<file path="src/rtl/ryu_pkg.sv">
// Shared types and constants for the Ryu punch sprite fetch path.
package ryu_pkg;

  // Punch animation phases, in sequence order
  typedef enum logic [1:0] {
    IDLE    = 2'd0,
    WINDUP  = 2'd1,
    EXTEND  = 2'd2,
    RECOVER = 2'd3
  } anim_state_e;

  // Default sprite geometry and ROM layout
  localparam int SPR_W_DEF       = 64;
  localparam int SPR_H_DEF       = 96;
  localparam int FRAMES_DEF      = 3;
  localparam int FRAME_TICKS_DEF = 4;
  localparam int ADDR_W_DEF      = 15;

  // ROM frame numbers
  localparam logic [1:0] FRM_IDLE = 2'd0;
  localparam logic [1:0] FRM_WIND = 2'd1;
  localparam logic [1:0] FRM_EXT  = 2'd2;

endpackage

</file>
<file path="src/rtl/ryu_punch_anim_fsm.sv">
// Punch animation sequencer: counts frame_tick pulses per phase and
// selects which ROM frame the fetch pipeline reads. All outputs registered.
module ryu_punch_anim_fsm
  import ryu_pkg::*;
#(
  parameter int FRAME_TICKS = FRAME_TICKS_DEF
) (
  input  logic       clk,
  input  logic       rst_n,
  input  logic       frame_tick,
  input  logic       punch_req,
  output logic [1:0] frame,
  output logic       busy,
  output logic       done
);

  // Counter must reach 2*FRAME_TICKS-1 during EXTEND
  localparam int CNT_W = (2 * FRAME_TICKS > 2) ? $clog2(2 * FRAME_TICKS) : 1;
  localparam logic [CNT_W-1:0] LAST_SHORT = CNT_W'(FRAME_TICKS - 1);
  localparam logic [CNT_W-1:0] LAST_LONG  = CNT_W'(2 * FRAME_TICKS - 1);

  anim_state_e      state;
  logic [CNT_W-1:0] cnt;

  // Phase sequencing; phase changes after IDLE happen only on frame_tick
  always_ff @(posedge clk or negedge rst_n) begin
    if (!rst_n) begin
      state <= IDLE;
      cnt   <= '0;
      frame <= FRM_IDLE;
      busy  <= 1'b0;
      done  <= 1'b0;
    end else begin
      done <= 1'b0;
      case (state)
        IDLE: begin
          // A tick coinciding with the request is deliberately not counted
          if (punch_req) begin
            state <= WINDUP;
            cnt   <= '0;
            frame <= FRM_WIND;
            busy  <= 1'b1;
          end
        end
        WINDUP: begin
          if (frame_tick) begin
            if (cnt == LAST_SHORT) begin
              state <= EXTEND;
              cnt   <= '0;
              frame <= FRM_EXT;
            end else begin
              cnt <= cnt + 1'b1;
            end
          end
        end
        EXTEND: begin
          if (frame_tick) begin
            if (cnt == LAST_LONG) begin
              state <= RECOVER;
              cnt   <= '0;
              frame <= FRM_WIND;
            end else begin
              cnt <= cnt + 1'b1;
            end
          end
        end
        default: begin
          if (frame_tick) begin
            if (cnt == LAST_SHORT) begin
              state <= IDLE;
              cnt   <= '0;
              frame <= FRM_IDLE;
              busy  <= 1'b0;
              done  <= 1'b1;
            end else begin
              cnt <= cnt + 1'b1;
            end
          end
        end
      endcase
    end
  end

endmodule

</file>
<file path="src/rtl/ryu_punch_sprite_fetch.sv">
// Per-pixel sprite hit test and ROM fetch for the Ryu punch sprite.
// Three-stage fixed-latency pipeline: address -> ROM data -> palette index.
module ryu_punch_sprite_fetch
  import ryu_pkg::*;
#(
  parameter int SPR_W       = SPR_W_DEF,
  parameter int SPR_H       = SPR_H_DEF,
  parameter int FRAMES      = FRAMES_DEF,
  parameter int FRAME_TICKS = FRAME_TICKS_DEF,
  parameter int ADDR_W      = ADDR_W_DEF
) (
  input  logic              Clk,
  input  logic              Reset_n,
  input  logic              frame_tick,
  input  logic              punch_req,
  input  logic              facing_left,
  input  logic [9:0]        DrawX,
  input  logic [9:0]        DrawY,
  input  logic [9:0]        PosX,
  input  logic [9:0]        PosY,
  output logic [ADDR_W-1:0] rom_addr,
  input  logic [3:0]        rom_q,
  output logic [3:0]        index,
  output logic              pix_valid,
  output logic              busy,
  output logic              done
);

  localparam int COL_W = $clog2(SPR_W);
  localparam int ROW_W = $clog2(SPR_H);

  logic [1:0] anim_frame;
  logic [1:0] frame_sel;

  ryu_punch_anim_fsm #(
    .FRAME_TICKS(FRAME_TICKS)
  ) u_anim (
    .clk       (Clk),
    .rst_n     (Reset_n),
    .frame_tick(frame_tick),
    .punch_req (punch_req),
    .frame     (anim_frame),
    .busy      (busy),
    .done      (done)
  );

  // Stage 0: 11-bit compares so PosX+SPR_W past the screen edge never wraps
  logic [10:0]       dx, dy, px, py;
  logic              hit;
  logic [COL_W-1:0]  col, col_m;
  logic [ROW_W-1:0]  row;
  logic [ADDR_W-1:0] addr;

  assign dx = {1'b0, DrawX};
  assign dy = {1'b0, DrawY};
  assign px = {1'b0, PosX};
  assign py = {1'b0, PosY};

  assign hit = (dx >= px) && (dx < px + 11'(SPR_W)) &&
               (dy >= py) && (dy < py + 11'(SPR_H));

  assign col   = COL_W'(dx - px);
  assign row   = ROW_W'(dy - py);
  assign col_m = facing_left ? (COL_W'(SPR_W - 1) - col) : col;

  // Frame numbers outside the ROM fall back to the idle frame
  assign frame_sel = (int'(anim_frame) < FRAMES) ? anim_frame : FRM_IDLE;

  assign addr = ADDR_W'(frame_sel) * ADDR_W'(SPR_W * SPR_H) +
                ADDR_W'(row) * ADDR_W'(SPR_W) + ADDR_W'(col_m);

  logic hit_d1, hit_d2;

  // Edge 1: register ROM address (held on miss) and the hit flag
  always_ff @(posedge Clk or negedge Reset_n) begin
    if (!Reset_n) begin
      rom_addr <= '0;
      hit_d1   <= 1'b0;
    end else begin
      if (hit) rom_addr <= addr;
      hit_d1 <= hit;
    end
  end

  // Edge 2: hit flag follows the ROM read latency
  always_ff @(posedge Clk or negedge Reset_n) begin
    if (!Reset_n) hit_d2 <= 1'b0;
    else          hit_d2 <= hit_d1;
  end

  // Edge 3: palette index; index 0 is transparent
  always_ff @(posedge Clk or negedge Reset_n) begin
    if (!Reset_n) begin
      pix_valid <= 1'b0;
      index     <= 4'd0;
    end else begin
      pix_valid <= hit_d2 && (rom_q != 4'd0);
      index     <= (hit_d2 && (rom_q != 4'd0)) ? rom_q : 4'd0;
    end
  end

endmodule

</file>
<file path="config.mk">
export PLATFORM = sky130hd
export DESIGN_NAME = ryu_punch_sprite_fetch
export DESIGN_NICKNAME = d
export VERILOG_FILES = /design/src/rtl/ryu_pkg.sv /design/src/rtl/ryu_punch_anim_fsm.sv /design/src/rtl/ryu_punch_sprite_fetch.sv
export SDC_FILE = /design/constraint.sdc
export NUM_CORES = 1
export LEC_CHECK = 0
export BUFFER_PORTS_ARGS = -buffer_cell sky130_fd_sc_hd__buf_2
export CORE_ASPECT_RATIO = 1.75
export CORE_MARGIN = 2
export CORE_UTILIZATION = 54
export CTS_BUF_LIST = sky130_fd_sc_hd__clkbuf_2 sky130_fd_sc_hd__clkbuf_4 sky130_fd_sc_hd__clkbuf_8
export DETAILED_ROUTE_END_ITERATION = 8
export GPL_ROUTABILITY_DRIVEN = 0
export GPL_TIMING_DRIVEN = 0
export PLACE_DENSITY = 0.86
export SYNTH_ARGS = -nofsm -noshare
export SYNTH_HDL_FRONTEND = slang
export SYNTH_SLANG_ARGS = --single-unit
</file>
<file path="constraint.sdc">
create_clock -name Clk -period 2 [get_ports Clk]
set_clock_uncertainty 0.05 [all_clocks]
set_input_delay 0.2 -clock Clk [delete_from_list [all_inputs] [get_ports Clk]]
set_output_delay 0.2 -clock Clk [all_outputs]
set_load 0.02 [all_outputs]
</file>
==> Word level (Yosys, flattened, before mapping) <==
Index checks and enable logic that the tools add are counted.
{ "totals": {"register_bits": 31, "in_bits": 49, "output_inout_bits": 22, "wordCells": 75} }
{ "op_classes": {"addsub": 8, "n_mul": 1, "magnitude_cmp": 5, "n_eq_ne": 9, "mux": 27, "n_bitwise": 1, "n_reduce_logical": 14} }
{ "op_table": {"columns": ["op", "count"], "rows": [
  ["adder 10 x 7 -> 11 bit (second input constant)", 2],
  ["less-than comparator 10 x 11 -> 1 bit", 2],
  [">= comparator 10 bit", 2],
  ["two-way mux 2 bit", 10],
  ["adder 15 x 13 -> 15 bit", 1],
  ["adder 15 x 6 -> 15 bit", 1],
  ["two-way mux 3 bit", 5],
  ["one-hot mux 2 bit (3 select lines)", 2],
  ["AND reduction 7 bit", 1],
  ["subtractor 7 bit", 1],
  ["two-way mux 1 bit", 6],
  ["two-way mux 6 bit", 1],
  ["inequality test 2 bit (second input constant)", 3],
  ["one-hot mux 3 bit (2 select lines)", 1],
  ["subtractor 6 bit", 1],
  ["subtractor 6 bit (first input constant)", 1],
  ["logical AND 1 bit", 4],
  ["multiplier 2 x 2 -> 4 bit (second input constant)", 1],
  ["two-way mux 4 bit", 1],
  ["inequality test 2 x 1 -> 1 bit (second input constant)", 2],
  ["AND reduction 4 bit", 1],
  ["nonzero test 2 bit", 2],
  ["nonzero test 4 bit", 1],
  ["adder 3 x 1 -> 3 bit (second input constant)", 1],
  ["other kinds (12)", 12]
]} }

==> Longest topological paths before layout <==
{ "logic_depth": {"word_depth": 5, "mapped_depth": 14, "mapped_depth_nobuf": 14} }

==> By module <==
From an unflattened synthesis, not the netlist that was laid out.
{ "unflattened": {"cells_unflattened": 254, "area_unflattened_um2": 2578.7} }
{ "by_module_without_submodules": {"columns": ["mod", "instances", "cells_each", "area_each_um2", "seq_area_each_um2"], "rows": [
  ["ryu_punch_sprite_fetch", 1, 203, 2040.7, 550.5],
  ["ryu_punch_anim_fsm", 1, 51, 538.0, 200.2]
]} }

==> Worst setup path after synthesis <==
OpenSTA, ideal clock, no wires.
{ "synth_timing": {"path_type": "input port to flip-flop", "from": "input port PosY[5]", "to": "register rom_addr[14]", "setup_ps": 125, "arrival_ps": 2465, "t_required_ps": 1825, "slack_ps": -640, "path_stages": 11, "n_path_buf": 1, "path_cell_list": "inv_1 ha_1 nor3_1 xnor2_1 ha_1 nand2_1 a21oi_1 a211o_2 a2111oi_4 buf_8 mux2_4"} }
{ "synth_via": {"elab_chain_cells": 3, "elab_cells_between_ends": 8, "classes_between": "add/sub (4); order compare (2); reduce/logical (2)"} }
{ "synth_rtl": {"columns": ["element", "line_no", "source"], "rows": [
  ["from (decl)", "ryu_punch_sprite_fetch.sv:20", "input logic [9:0] PosY,"],
  ["adder 10 x 7 -> 11 bit / >= comparator 10 bit (equally long branches)", "ryu_punch_sprite_fetch.sv:60", "(dy >= py) && (dy < py + 11'(SPR_H));"],
  ["less-than comparator 10 x 11 -> 1 bit / logical AND 1 bit (equally long branches)", "ryu_punch_sprite_fetch.sv:60, ryu_punch_sprite_fetch.sv:59", null],
  ["logical AND 1 bit *", "ryu_punch_sprite_fetch.sv:60", null],
  ["via hit", "ryu_punch_sprite_fetch.sv:49", "logic hit;"],
  ["to (signal assigned)", "ryu_punch_sprite_fetch.sv:80", "if (hit) rom_addr <= addr;"],
  ["to (decl)", "ryu_punch_sprite_fetch.sv:21", "output logic [ADDR_W-1:0] rom_addr,"]
]} }
Mark *: on every way through the listed nets, which the timed path passes. The rest lies on a longest branch.
A chain may end at the register's enable or synchronous reset.

==> Worst setup path in the final report <==
{ "layout_timing": {"from": "input port DrawX[0]", "to": "register rom_addr[3]"} }
{ "layout_via": {"elab_chain_cells": 4, "elab_cells_between_ends": 9, "classes_between": "add/sub (3); order compare (2); mux (1); reduce/logical (3)"} }
{ "layout_rtl": {"columns": ["element", "line_no", "source"], "rows": [
  ["from (decl)", "ryu_punch_sprite_fetch.sv:17", "input logic [9:0] DrawX,"],
  ["less-than comparator 10 x 11 -> 1 bit / >= comparator 10 bit (equally long branches)", "ryu_punch_sprite_fetch.sv:59", "assign hit = (dx >= px) && (dx < px + 11'(SPR_W)) &&"],
  ["logical AND 1 bit * (2 in a row)", "ryu_punch_sprite_fetch.sv:59", null],
  ["logical AND 1 bit *", "ryu_punch_sprite_fetch.sv:60", null],
  ["via hit", "ryu_punch_sprite_fetch.sv:49", null]
]} }
Marks and branches as above.

==> reports/qor.csv <==
metric;value;unit
outcome;complete, but fails checks;
violations;negative setup slack;
overflow;0;
worstSetupStartpointType;input pin;
final_core_util;75.7;%
io_buffers;69;
cts_root_buf;clkbuf_8;
cap_viol_max_count;0;
r2r_cells;8;
numCtsBuffers;5;
crit_fanout;5;
drv_slew;0;
initial_core_util;56.6;%
grt_pass1_wl;9160;µm
wl;5740;µm
cts_tree;yes;
area_delta_synth_final;33.8;%
cts.path.max_buffers;2;
synthCells;246;
grt_max_degree;31;
min_path_type;in -> reg;
grt_usage;21.9;%
p_leak;1.74;nW
netlist_area;2510;µm²
crit_arrival;2.50;ns
grt_pass1_vias;2227;
yosys_warnings;0;
powerDensity;961;nW/µm²
placed_cell_area;2980;µm²
hpwl;4340;µm
final.period_utilization;119;%
num-nets-final;431;
htree_levels;2;
die_h;94.3;µm
power;3.23;mW
antenna_cells;0;
drc;0;
antenna_found_initial;0;
synthArstFlopShare;100;%
syn-num-nets;342;
core_area;4440;µm²
detail_route.wl_per_cell;14.8;µm
postRouteAntennaNets;0;
drt_first_pass_iters;4;
rsz0062_at_grt;yes;
routed_via_density;5.56;
fin_area;3360;µm²
setup_viol;16;
crit_type;in -> reg;
whs;0.0925;ns
maxSlewHeadroom;56.2;%
fin_crit;2.39;ns
die_width;55.6;µm
vias;2150;
tns;-5.59;ns
hold_viol;0;
synth_edf_count;0;
synth-main-ff-cell;dfrtp_1;
die_area;5240;µm²
max_freq;0.419;GHz
fillers;299;
worst_ep_required_time;2.11;ns
fp-row-count;32;
ys_types;45;
cts_sinks;30;
min_path_cells;2;
ys_seq_elements;30;
clock_latency;0.28;ns
path_clk_slew;0.06;ns
tightest_slew;0.658;ns
cp-end-kind;flip-flop;
irDropWorstVdd;0.000789;V
drive_above_1_share;41.4;%
ios;71;
worst_slack;-0.387;ns
synth_seq_area_share;29.9;%
synth.avg_cell_area;10.2;µm²
drtIter0Drc;44;
## sequential cells by signal (all words and copies together), names as in the netlist
signal and cells:
pix_valid 1, rom_addr 15, index 4, hit_d2 1, u_anim.done 1, u_anim.frame 1, hit_d1 1, u_anim.state 2
u_anim.busy 1, u_anim.cnt 3
## worst paths after layout
path                                  from            end  slack [ns]
max                               DrawX[0]    rom_addr[3]       -0.39
max reg2reg                u_anim.state[0]   rom_addr[14]        0.06
min                               rom_q[0]       index[0]        0.09
min reg2reg                         hit_d1         hit_d2        0.30
max in group asynchronous          Reset_n  u_anim.cnt[2]        1.04
min in group asynchronous          Reset_n       index[1]        0.43
## synthesized netlist by cell type, types with 2 or more instances
| library cell | n | area share, % |
|---|---|---|
| and4_1 | 3 | 1.0 |
| o21ai_0 | 7 | 1.4 |
| dfrtp_1 | 30 | 30 |
| nor3_1 | 2 | 0.40 |
| a221oi_1 | 2 | 0.70 |
| a21oi_1 | 18 | 3.6 |
| a21o_1 | 6 | 1.8 |
| o2111ai_1 | 2 | 0.70 |
| nand3_1 | 4 | 0.80 |
| xnor2_1 | 14 | 4.9 |
| xor2_1 | 7 | 2.4 |
| nand2_1 | 9 | 1.3 |
| nor2_1 | 7 | 1.0 |
| inv_1 | 35 | 5.2 |
| a41oi_1 | 2 | 0.70 |
| nor2b_1 | 6 | 1.5 |
| mux2_2 | 7 | 3.1 |
| and2_1 | 4 | 1.0 |
| nor3b_1 | 2 | 0.60 |
| mux2_4 | 8 | 4.8 |
| fa_1 | 3 | 2.4 |
| ha_1 | 44 | 22 |
| nand3b_1 | 2 | 0.60 |
## cell type report
class | count | area (µm²) | area share, %
multi-input cells | 179 | 1770 | 52.5
flip-flops and latches | 30 | 751 | 22.3
plain buffers | 2 | 18.8 | 0.558
clock inverters | 1 | 5.00 | 0.149
repair buffers | 82 | 512 | 15.2
clock buffers | 7 | 90.1 | 2.68
well taps | 51 | 63.8 | 1.90
inverters | 35 | 156 | 4.65
## through the flow
step	setup WS, ns	cells
6_report	-0.387	387
5_1_grt	-0.453	387
4_1_cts	-0.408	384
3_5_place_dp	-0.995	366
3_3_place_gp	-0.949	366
2_1_floorplan	-0.463	246
## placed cells by master, fill, tap and decap left out, types with 5 or more instances in the layout
cell | synthesis | routed
clkbuf_8 | 0 | 6
dfrtp_1 | 30 | 30
xnor2_1 | 14 | 12
inv_1 | 35 | 29
a21o_1 | 6 | 6
buf_2 | 0 | 64
buf_6 | 0 | 5
nor2b_1 | 6 | 6
o21ai_0 | 7 | 6
nor2_1 | 7 | 7
mux2_4 | 8 | 14
a21oi_1 | 18 | 10
ha_1 | 44 | 39
buf_4 | 0 | 8
a21oi_2 | 0 | 7
nand2_1 | 9 | 8
xor2_1 | 7 | 7
## worst max-delay path, stage by stage
cell	delay, ns
buf_2	0.09
inv_2	0.03
ha_2	0.18
fa_2	0.34
nand3b_1	0.19
nand3_1	0.11
o2111ai_2	0.15
a32o_2	0.32
a2111oi_4	0.31
buf_8	0.16
buf_8	0.12
mux2_4	0.30
## power by group
group          switching [mW]  total (mW)  internal, mW
sequential              0.150       0.982         0.832
combinational           0.911        1.74         0.827
clock                   0.222       0.512         0.291
## per-layer routing
layer / track usage, % / routed length (µm) / up-vias
li1: - / - / 1042
met5: 0 / 0 / -
met3: 3.99 / 280 / 16
met4: 9.35 / 147 / 0
met2: 43.7 / 3270 / 63
met1: 21.2 / 2040 / 1029
## logic make-up after synthesis
group / share of synthesized area [%]
multiplexers: 8.31
buffers and inverters: 5.97
XOR/XNOR: 7.32
AND/OR/NAND/NOR: 9.76
flip-flops: 29.9
AO/OA/AOI/OAI: 14.5
adder cells (fa/ha/maj): 24.3
## repair_timing
item                                   CTS  global route
resized for setup                       32            18
endpoints found under the hold margin   30             0
setup endpoints to repair               17            19
buffers inserted                         9             4
hold buffers                             1             0
pin swaps                               12            22
Power figures use the tool's default switching activity.
